### src/rtl/route_grant_sequencer_pkg.sv
// Shared types for the route output stages: port vector, class width and
// the grant sequencer state encoding.
package route_pkg;
  localparam int NPORT_DEF = 4;
  localparam int CLS_W     = 2;

  typedef enum logic [1:0] {ST_IDLE, ST_ARB, ST_HOLD} rgs_state_t;
  typedef logic [NPORT_DEF-1:0] port_vec_t;
endpackage

### src/rtl/route_grant_sequencer_if.sv
// Decision, beat and grant signals between route-decision logic, the grant
// sequencer and the output ports.
interface route_grant_sequencer_if
  import route_pkg::*;
#(
  parameter int NPORT = NPORT_DEF
);
  logic             dec_valid;
  logic             dec_ready;
  logic [NPORT-1:0] dec_req;
  logic [CLS_W-1:0] dec_cls;
  logic             beat_valid;
  logic             beat_last;
  logic             beat_ready;
  logic [NPORT-1:0] port_ready;
  logic [NPORT-1:0] grant;
  logic [CLS_W-1:0] grant_cls;
  logic             timeout_evt;

  modport slave (
    input  dec_valid, dec_req, dec_cls, beat_valid, beat_last, port_ready,
    output dec_ready, beat_ready, grant, grant_cls, timeout_evt
  );

  modport master (
    output dec_valid, dec_req, dec_cls, beat_valid, beat_last, port_ready,
    input  dec_ready, beat_ready, grant, grant_cls, timeout_evt
  );
endinterface

### src/rtl/route_grant_sequencer_rr_pick.sv
// Rotating priority encoder: first set request at or above i_ptr, wrapping.
// Purely combinational so other output stages can share it.
module route_grant_sequencer_rr_pick #(
  parameter  int NPORT = 4,
  localparam int IDX_W = (NPORT > 1) ? $clog2(NPORT) : 1
) (
  input  logic [NPORT-1:0] i_req,
  input  logic [IDX_W-1:0] i_ptr,
  output logic [NPORT-1:0] o_onehot,
  output logic [IDX_W-1:0] o_idx,
  output logic             o_any
);
  logic [IDX_W-1:0] w_pos;

  always_comb begin
    o_onehot = '0;
    o_idx    = '0;
    o_any    = 1'b0;
    w_pos    = '0;
    for (int k = 0; k < NPORT; k++) begin
      w_pos = IDX_W'((int'(i_ptr) + k) % NPORT);
      if (!o_any && i_req[w_pos]) begin
        o_any           = 1'b1;
        o_idx           = w_pos;
        o_onehot[w_pos] = 1'b1;
      end
    end
  end
endmodule

### src/rtl/route_grant_sequencer.sv
// Registers a route decision, grants one output port round-robin and holds it
// until the tail beat or a stall timeout.
module route_grant_sequencer
  import route_pkg::*;
#(
  parameter int NPORT  = NPORT_DEF,
  parameter int TO_W   = 8,
  parameter int TO_MAX = 200
) (
  input  logic                   clk,
  input  logic                   rst_n,
  route_grant_sequencer_if.slave bus
);
  localparam int IDX_W = (NPORT > 1) ? $clog2(NPORT) : 1;

  rgs_state_t       r_state, w_state_nxt;
  logic [NPORT-1:0] r_req;
  logic [CLS_W-1:0] r_cls;
  logic [NPORT-1:0] r_grant;
  logic [CLS_W-1:0] r_grant_cls;
  logic [IDX_W-1:0] r_rr_ptr;
  logic [TO_W-1:0]  r_to_cnt;
  logic             r_started;

  logic             w_dec_rdy, w_dec_acc, w_beat_rdy, w_beat_acc, w_to_hit;
  logic [NPORT-1:0] w_pick_oh;
  logic [IDX_W-1:0] w_pick_idx, w_ptr_nxt;
  logic             w_pick_any;

  route_grant_sequencer_rr_pick #(.NPORT(NPORT)) u_pick (
    .i_req    (r_req),
    .i_ptr    (r_rr_ptr),
    .o_onehot (w_pick_oh),
    .o_idx    (w_pick_idx),
    .o_any    (w_pick_any)
  );

  // r_started keeps dec_ready low until the first edge after reset release
  assign w_dec_rdy  = (r_state == ST_IDLE) && r_started;
  assign w_dec_acc  = bus.dec_valid && w_dec_rdy;
  assign w_beat_rdy = (r_state == ST_HOLD) && |(bus.port_ready & r_grant);
  assign w_beat_acc = bus.beat_valid && w_beat_rdy;
  assign w_ptr_nxt  = (w_pick_idx == IDX_W'(NPORT-1)) ? '0 : w_pick_idx + 1'b1;

  always_comb begin
    w_state_nxt = r_state;
    w_to_hit    = 1'b0;
    case (r_state)
      ST_IDLE: if (w_dec_acc && |bus.dec_req) w_state_nxt = ST_ARB;
      ST_ARB:  w_state_nxt = w_pick_any ? ST_HOLD : ST_IDLE;
      ST_HOLD: begin
        if (w_beat_acc && bus.beat_last) begin
          w_state_nxt = ST_IDLE;
        end else if (!w_beat_acc && r_to_cnt == TO_W'(TO_MAX-1)) begin
          w_to_hit    = 1'b1;
          w_state_nxt = ST_IDLE;
        end
      end
      default: w_state_nxt = ST_IDLE;
    endcase
  end

  always_ff @(posedge clk or negedge rst_n) begin
    if (!rst_n) begin
      r_state     <= ST_IDLE;
      r_started   <= 1'b0;
      r_grant     <= '0;
      r_grant_cls <= '0;
      r_rr_ptr    <= '0;
      r_to_cnt    <= '0;
    end else begin
      r_state   <= w_state_nxt;
      r_started <= 1'b1;
      case (r_state)
        ST_ARB: begin
          r_grant     <= w_pick_oh;
          r_grant_cls <= r_cls;
          r_to_cnt    <= '0;
          if (w_pick_any) r_rr_ptr <= w_ptr_nxt;
        end
        ST_HOLD: begin
          if (w_beat_acc)            r_to_cnt <= '0;
          else if (r_to_cnt != '1)   r_to_cnt <= r_to_cnt + 1'b1;
          if (w_state_nxt == ST_IDLE) begin
            r_grant     <= '0;
            r_grant_cls <= '0;
          end
        end
        default: ;
      endcase
    end
  end

  // Decision payload is only meaningful once captured, so it carries no reset
  always_ff @(posedge clk) begin
    if (w_dec_acc) begin
      r_req <= bus.dec_req;
      r_cls <= bus.dec_cls;
    end
  end

  assign bus.dec_ready   = w_dec_rdy;
  assign bus.beat_ready  = w_beat_rdy;
  assign bus.grant       = r_grant;
  assign bus.grant_cls   = r_grant_cls;
  assign bus.timeout_evt = w_to_hit;
endmodule

### src/flat_wrapper.sv
// flat-port wrapper written by rule: the top's interface ports become plain ports
module route_grant_sequencer_flat import route_pkg::*;
#(
  parameter int NPORT  = NPORT_DEF,
  parameter int TO_W   = 8,
  parameter int TO_MAX = 200
)
  (clk, rst_n, bus_dec_valid, bus_dec_req, bus_dec_cls, bus_beat_valid, bus_beat_last, bus_port_ready, bus_dec_ready, bus_beat_ready, bus_grant, bus_grant_cls, bus_timeout_evt);
  route_grant_sequencer_if #(.NPORT(NPORT)) bus_i ();
  input  logic clk;
  input  logic rst_n;
  input wire logic [$bits(bus_i.dec_valid)-1:0] bus_dec_valid;
  input wire logic [$bits(bus_i.dec_req)-1:0] bus_dec_req;
  input wire logic [$bits(bus_i.dec_cls)-1:0] bus_dec_cls;
  input wire logic [$bits(bus_i.beat_valid)-1:0] bus_beat_valid;
  input wire logic [$bits(bus_i.beat_last)-1:0] bus_beat_last;
  input wire logic [$bits(bus_i.port_ready)-1:0] bus_port_ready;
  output wire logic [$bits(bus_i.dec_ready)-1:0] bus_dec_ready;
  output wire logic [$bits(bus_i.beat_ready)-1:0] bus_beat_ready;
  output wire logic [$bits(bus_i.grant)-1:0] bus_grant;
  output wire logic [$bits(bus_i.grant_cls)-1:0] bus_grant_cls;
  output wire logic [$bits(bus_i.timeout_evt)-1:0] bus_timeout_evt;
  assign bus_i.dec_valid = bus_dec_valid;
  assign bus_i.dec_req = bus_dec_req;
  assign bus_i.dec_cls = bus_dec_cls;
  assign bus_i.beat_valid = bus_beat_valid;
  assign bus_i.beat_last = bus_beat_last;
  assign bus_i.port_ready = bus_port_ready;
  assign bus_dec_ready = bus_i.dec_ready;
  assign bus_beat_ready = bus_i.beat_ready;
  assign bus_grant = bus_i.grant;
  assign bus_grant_cls = bus_i.grant_cls;
  assign bus_timeout_evt = bus_i.timeout_evt;
  route_grant_sequencer #(.NPORT(NPORT), .TO_W(TO_W), .TO_MAX(TO_MAX)) u_core (.clk(clk), .rst_n(rst_n), .bus(bus_i));
endmodule
### config.mk
export PLATFORM = sky130hd
export DESIGN_NAME = route_grant_sequencer_flat
export DESIGN_NICKNAME = d
export VERILOG_FILES = /design/src/rtl/route_grant_sequencer_pkg.sv /design/src/rtl/route_grant_sequencer_if.sv /design/src/rtl/route_grant_sequencer_rr_pick.sv /design/src/rtl/route_grant_sequencer.sv /design/src/flat_wrapper.sv
export SDC_FILE = /design/constraint.sdc
export NUM_CORES = 1
export LEC_CHECK = 0
export ABC_AREA = 1
export BUFFER_PORTS_ARGS = -buffer_cell sky130_fd_sc_hd__buf_4
export CAP_MARGIN = 20
export CORE_MARGIN = 1
export CORE_UTILIZATION = 48
export DETAILED_ROUTE_END_ITERATION = 7
export GPL_ROUTABILITY_DRIVEN = 0
export PLACE_DENSITY = 0.7
export SETUP_SLACK_MARGIN = 0.15
export SYNTH_ARGS = -nofsm -noshare
export SYNTH_HDL_FRONTEND = slang
export SYNTH_SLANG_ARGS = --single-unit
### constraint.sdc
create_clock -name clk -period 2.2 [get_ports clk]
set_input_delay 0.44 -clock clk [delete_from_list [all_inputs] [get_ports clk]]
set_output_delay 0.44 -clock clk [all_outputs]
set_load 0.02 [all_outputs]
==> results.sh <==
export IMPL_status="finished clean"
export IMPL_placed_area_um2=1970
export IMPL_postSynthCellCount=218
export IMPL_cp_num_buf_inv=2
export IMPL_design_area_um2=2220
export IMPL_io_pins=24
export IMPL_root_buffer="clkbuf_4"
export IMPL_cts_buffers=3
export IMPL_dieArea_um2=3770
export IMPL_post_synth_and_or_nand_nor_area_fraction_pct=32.6
export IMPL_path_delay_family="adder cells"
export IMPL_synth_top_family_by_area="simple AND/OR/NAND/NOR gates"
export IMPL_firstDrtPassIters=6
export IMPL_synthAdderAreaFrac_pct=10.3
export IMPL_cp_arrival_ps=2340
export IMPL_wl_um=3770
export IMPL_viasPerCell=4.96
export IMPL_die_h_um=61.4
export IMPL_cts_path_max_buffers=2
export IMPL_synth_enable_flop_cells=6
export IMPL_cts_tree="done"
export IMPL_hp_class="in -> reg"
export IMPL_path_cells="inv_4, ha_4, o21ai_4, inv_1, nor2_4, nand2_1, nand3_1, nor2_1, a21oi_1, ha_2, nor2_1, a21oi_1"
export IMPL_start_util_pct=50.4
export IMPL_cp_required_ps=2410
export IMPL_cts_sinks=25
export IMPL_rows=21
export IMPL_avgSynthCellArea_um2=7.78
export IMPL_power_leakage_nw=1.09
export IMPL_critPathMaxFanout=6
export IMPL_synth_fp_nets=247
export IMPL_hpwlAfterDp_um=2590
export IMPL_crit_path_max_incr_delay_ps=500
export IMPL_ys_flop_type="dfrtp_1"
export IMPL_cts_clk_slew_worst_paths_ps=130
export IMPL_portBuffers=23
export IMPL_wl_per_cell_um=12.1
export IMPL_ys_types=29
export IMPL_die_w_um=61.4
export IMPL_yosysWarnings=0
export IMPL_gr_total_overflow=0
export IMPL_muxShareOfSynthArea_pct=0
export IMPL_hold_ws_ps=298
export IMPL_drt_iter0_markers=71
export IMPL_power_density_nw_per_um2=1470
export IMPL_grt_pass1_wl_um=5710
export IMPL_grt_pass1_vias=1347
export IMPL_postLayoutCoreUtil_pct=66.0
export IMPL_cp_slowest_cell="dfrtp_2"
export IMPL_area_growth_pct=31.0
export IMPL_finalWorstSetupSlack_ps=71.7
export IMPL_max_freq_ghz=0.470
export IMPL_rsz0062_at_grt="true"
export IMPL_worstSkewPairLatency_ps=310
export IMPL_hold_violations=0
export IMPL_syn_area_um2=1700
export IMPL_num_vias=1551
export IMPL_design_core_area_um2=3360
export IMPL_gr_usage_all_layers_pct=21.1
export IMPL_antenna_found_initial=0
export IMPL_synthArstFlopShare_pct=76.0
export IMPL_pre_cts_ws_ps=30.0
export IMPL_vdd_ir_drop_max_uv=652
export IMPL_synth_xor_area_share_pct=0.517
export IMPL_maxCapViolations=0
export IMPL_min_period_ps=2130
export IMPL_fillers=312
export IMPL_fin_nets=297
export IMPL_critPathCaptureType="register"
export IMPL_skew_ps=5.64
export IMPL_synth_compound_area_share_pct=10.8
export IMPL_finalCritPeriodShare_pct=96.7
export IMPL_htree_levels=1
export IMPL_ys_seq_area_share_pct=38.7
export IMPL_ys_seq_elements=25
export IMPL_ant_nets=0
export IMPL_post_route_cells_drive_above_1_share_pct=30.7
export IMPL_path_class="reg -> reg"
export IMPL_multi_input_area_um2=1000
export IMPL_grt_max_degree=20
export IMPL_seqCellArea_um2=658
export IMPL_finalMaxSlewViolations=0
export IMPL_diodes=0
export IMPL_setup_viol=0
export IMPL_start_kind="register"
export IMPL_drc=0
## worst paths after layout
check                                               start  slack, ps                                   to  depth (start not counted)
max                        u_core.r_rr_ptr[0]$_DFFE_PN0P_         70       u_core.r_rr_ptr[1]$_DFFE_PN0P_                         12
min                                        bus_dec_cls[1]        300            u_core.r_cls[1]$_DFFE_PP_                          1
max reg2reg                u_core.r_rr_ptr[0]$_DFFE_PN0P_         70       u_core.r_rr_ptr[1]$_DFFE_PN0P_                         12
min reg2reg                     u_core.r_cls[0]$_DFFE_PP_        480  u_core.bus.grant_cls[0]$_DFFE_PN0P_                          2
max in group asynchronous                           rst_n       1440       u_core.r_rr_ptr[1]$_DFFE_PN0P_                          2
min in group asynchronous                           rst_n        540      u_core.bus.grant[3]$_DFFE_PN0P_                          2
## state kept, by name (all words and copies together), names as in the netlist
register / flops
u_core.r_rr_ptr: 2
u_core.r_to_cnt: 8
u_core.r_started: 1
u_core.bus.grant: 4
u_core.bus.grant_cls: 2
u_core.r_state: 2
u_core.r_cls: 2
u_core.r_req: 4
## logic make-up after synthesis
group                      Yosys count
and+or+nand+nor                    117
buffers and inverters               31
AOI/OAI and AO/OA                   29
DFF                                 25
adders and majority gates           14
xor gates and xnor gates             1
other                                1
## layer usage
| layer | wire [µm] | GRT usage (%) | vias to the layer above |
|---|---|---|---|
| met5 | 0 | 0 | - |
| met4 | 139 | 10.2 | 0 |
| met3 | 117 | 2.73 | 10 |
| met2 | 1920 | 38.2 | 30 |
| met1 | 1600 | 24.6 | 708 |
| li1 | - | - | 803 |
## worst register-to-register path, stage by stage (launching register included)
cell	delay (ps)
dfrtp_2	500
inv_4	100
ha_4	220
o21ai_4	210
inv_1	110
nor2_4	130
nand2_1	60
nand3_1	80
nor2_1	50
a21oi_1	150
ha_2	290
nor2_1	80
a21oi_1	40
## synthesized netlist by cell type (3+ instances only)
library cell   n  area share, %
nand3_1       17            5.0
inv_1         27            6.0
nand2_4        5            3.3
nand2_1       66             15
ha_1          14             10
nor3_1         3           0.89
nand4_1        5            1.8
nand2_2        5            1.8
dfrtp_1       19             28
o21ai_0        4            1.2
nor2_1        11            2.4
edfxtp_1       6             11
a21oi_1       15            4.4
## layout by cell type, fill, tap and decap left out, types with 2 or more instances in the layout
master / count
ha_4: 2
inv_1: 26
edfxtp_1: 6
nand3_1: 17
nor2_4: 3
clkbuf_4: 3
a21oi_1: 14
ha_1: 11
nand4_1: 5
a21boi_0: 2
nand2_1: 61
dfrtp_2: 2
o21ai_4: 2
nand2_4: 6
o21ai_2: 2
clkinv_1: 2
nor2_1: 10
o21ai_0: 4
dfrtp_1: 17
buf_6: 2
nor3_1: 3
nand2_2: 9
buf_4: 43
## area by class of cell
type                    count  share of cell area (%)
clock buffers               4                    1.18
inverters                  30                    5.41
multi-input cells         162                    45.2
flip-flops and latches     25                    29.6
well taps                  46                    2.59
repair buffers             46                    16.0
## per-stage QoR
stage / power, mW / instances / setup TNS (ps)
floorplan: 2.01 / 218 / 0
global placement: 2.39 / 289 / 0
detailed placement: 2.41 / 289 / 0
CTS: 2.94 / 306 / 0
global route: 3.54 / 313 / -53.5
finish: 3.27 / 313 / 0
## power breakdown
part,switching [mW],internal (mW),total (mW)
Clock,0.130,0.0708,0.201
Sequential,0.0902,0.576,0.667
Combinational,1.34,1.07,2.41
Total,1.56,1.72,3.27
## what timing repair did
action,4_1_cts,5_1_grt
resized for setup,6,13
pin swaps,6,5
setup endpoints to repair,2,7
endpoints found under the hold margin,19,0
hold buffers,1,0
setup buffers,12,7
Note: power is estimated with default switching activity, not from simulation.
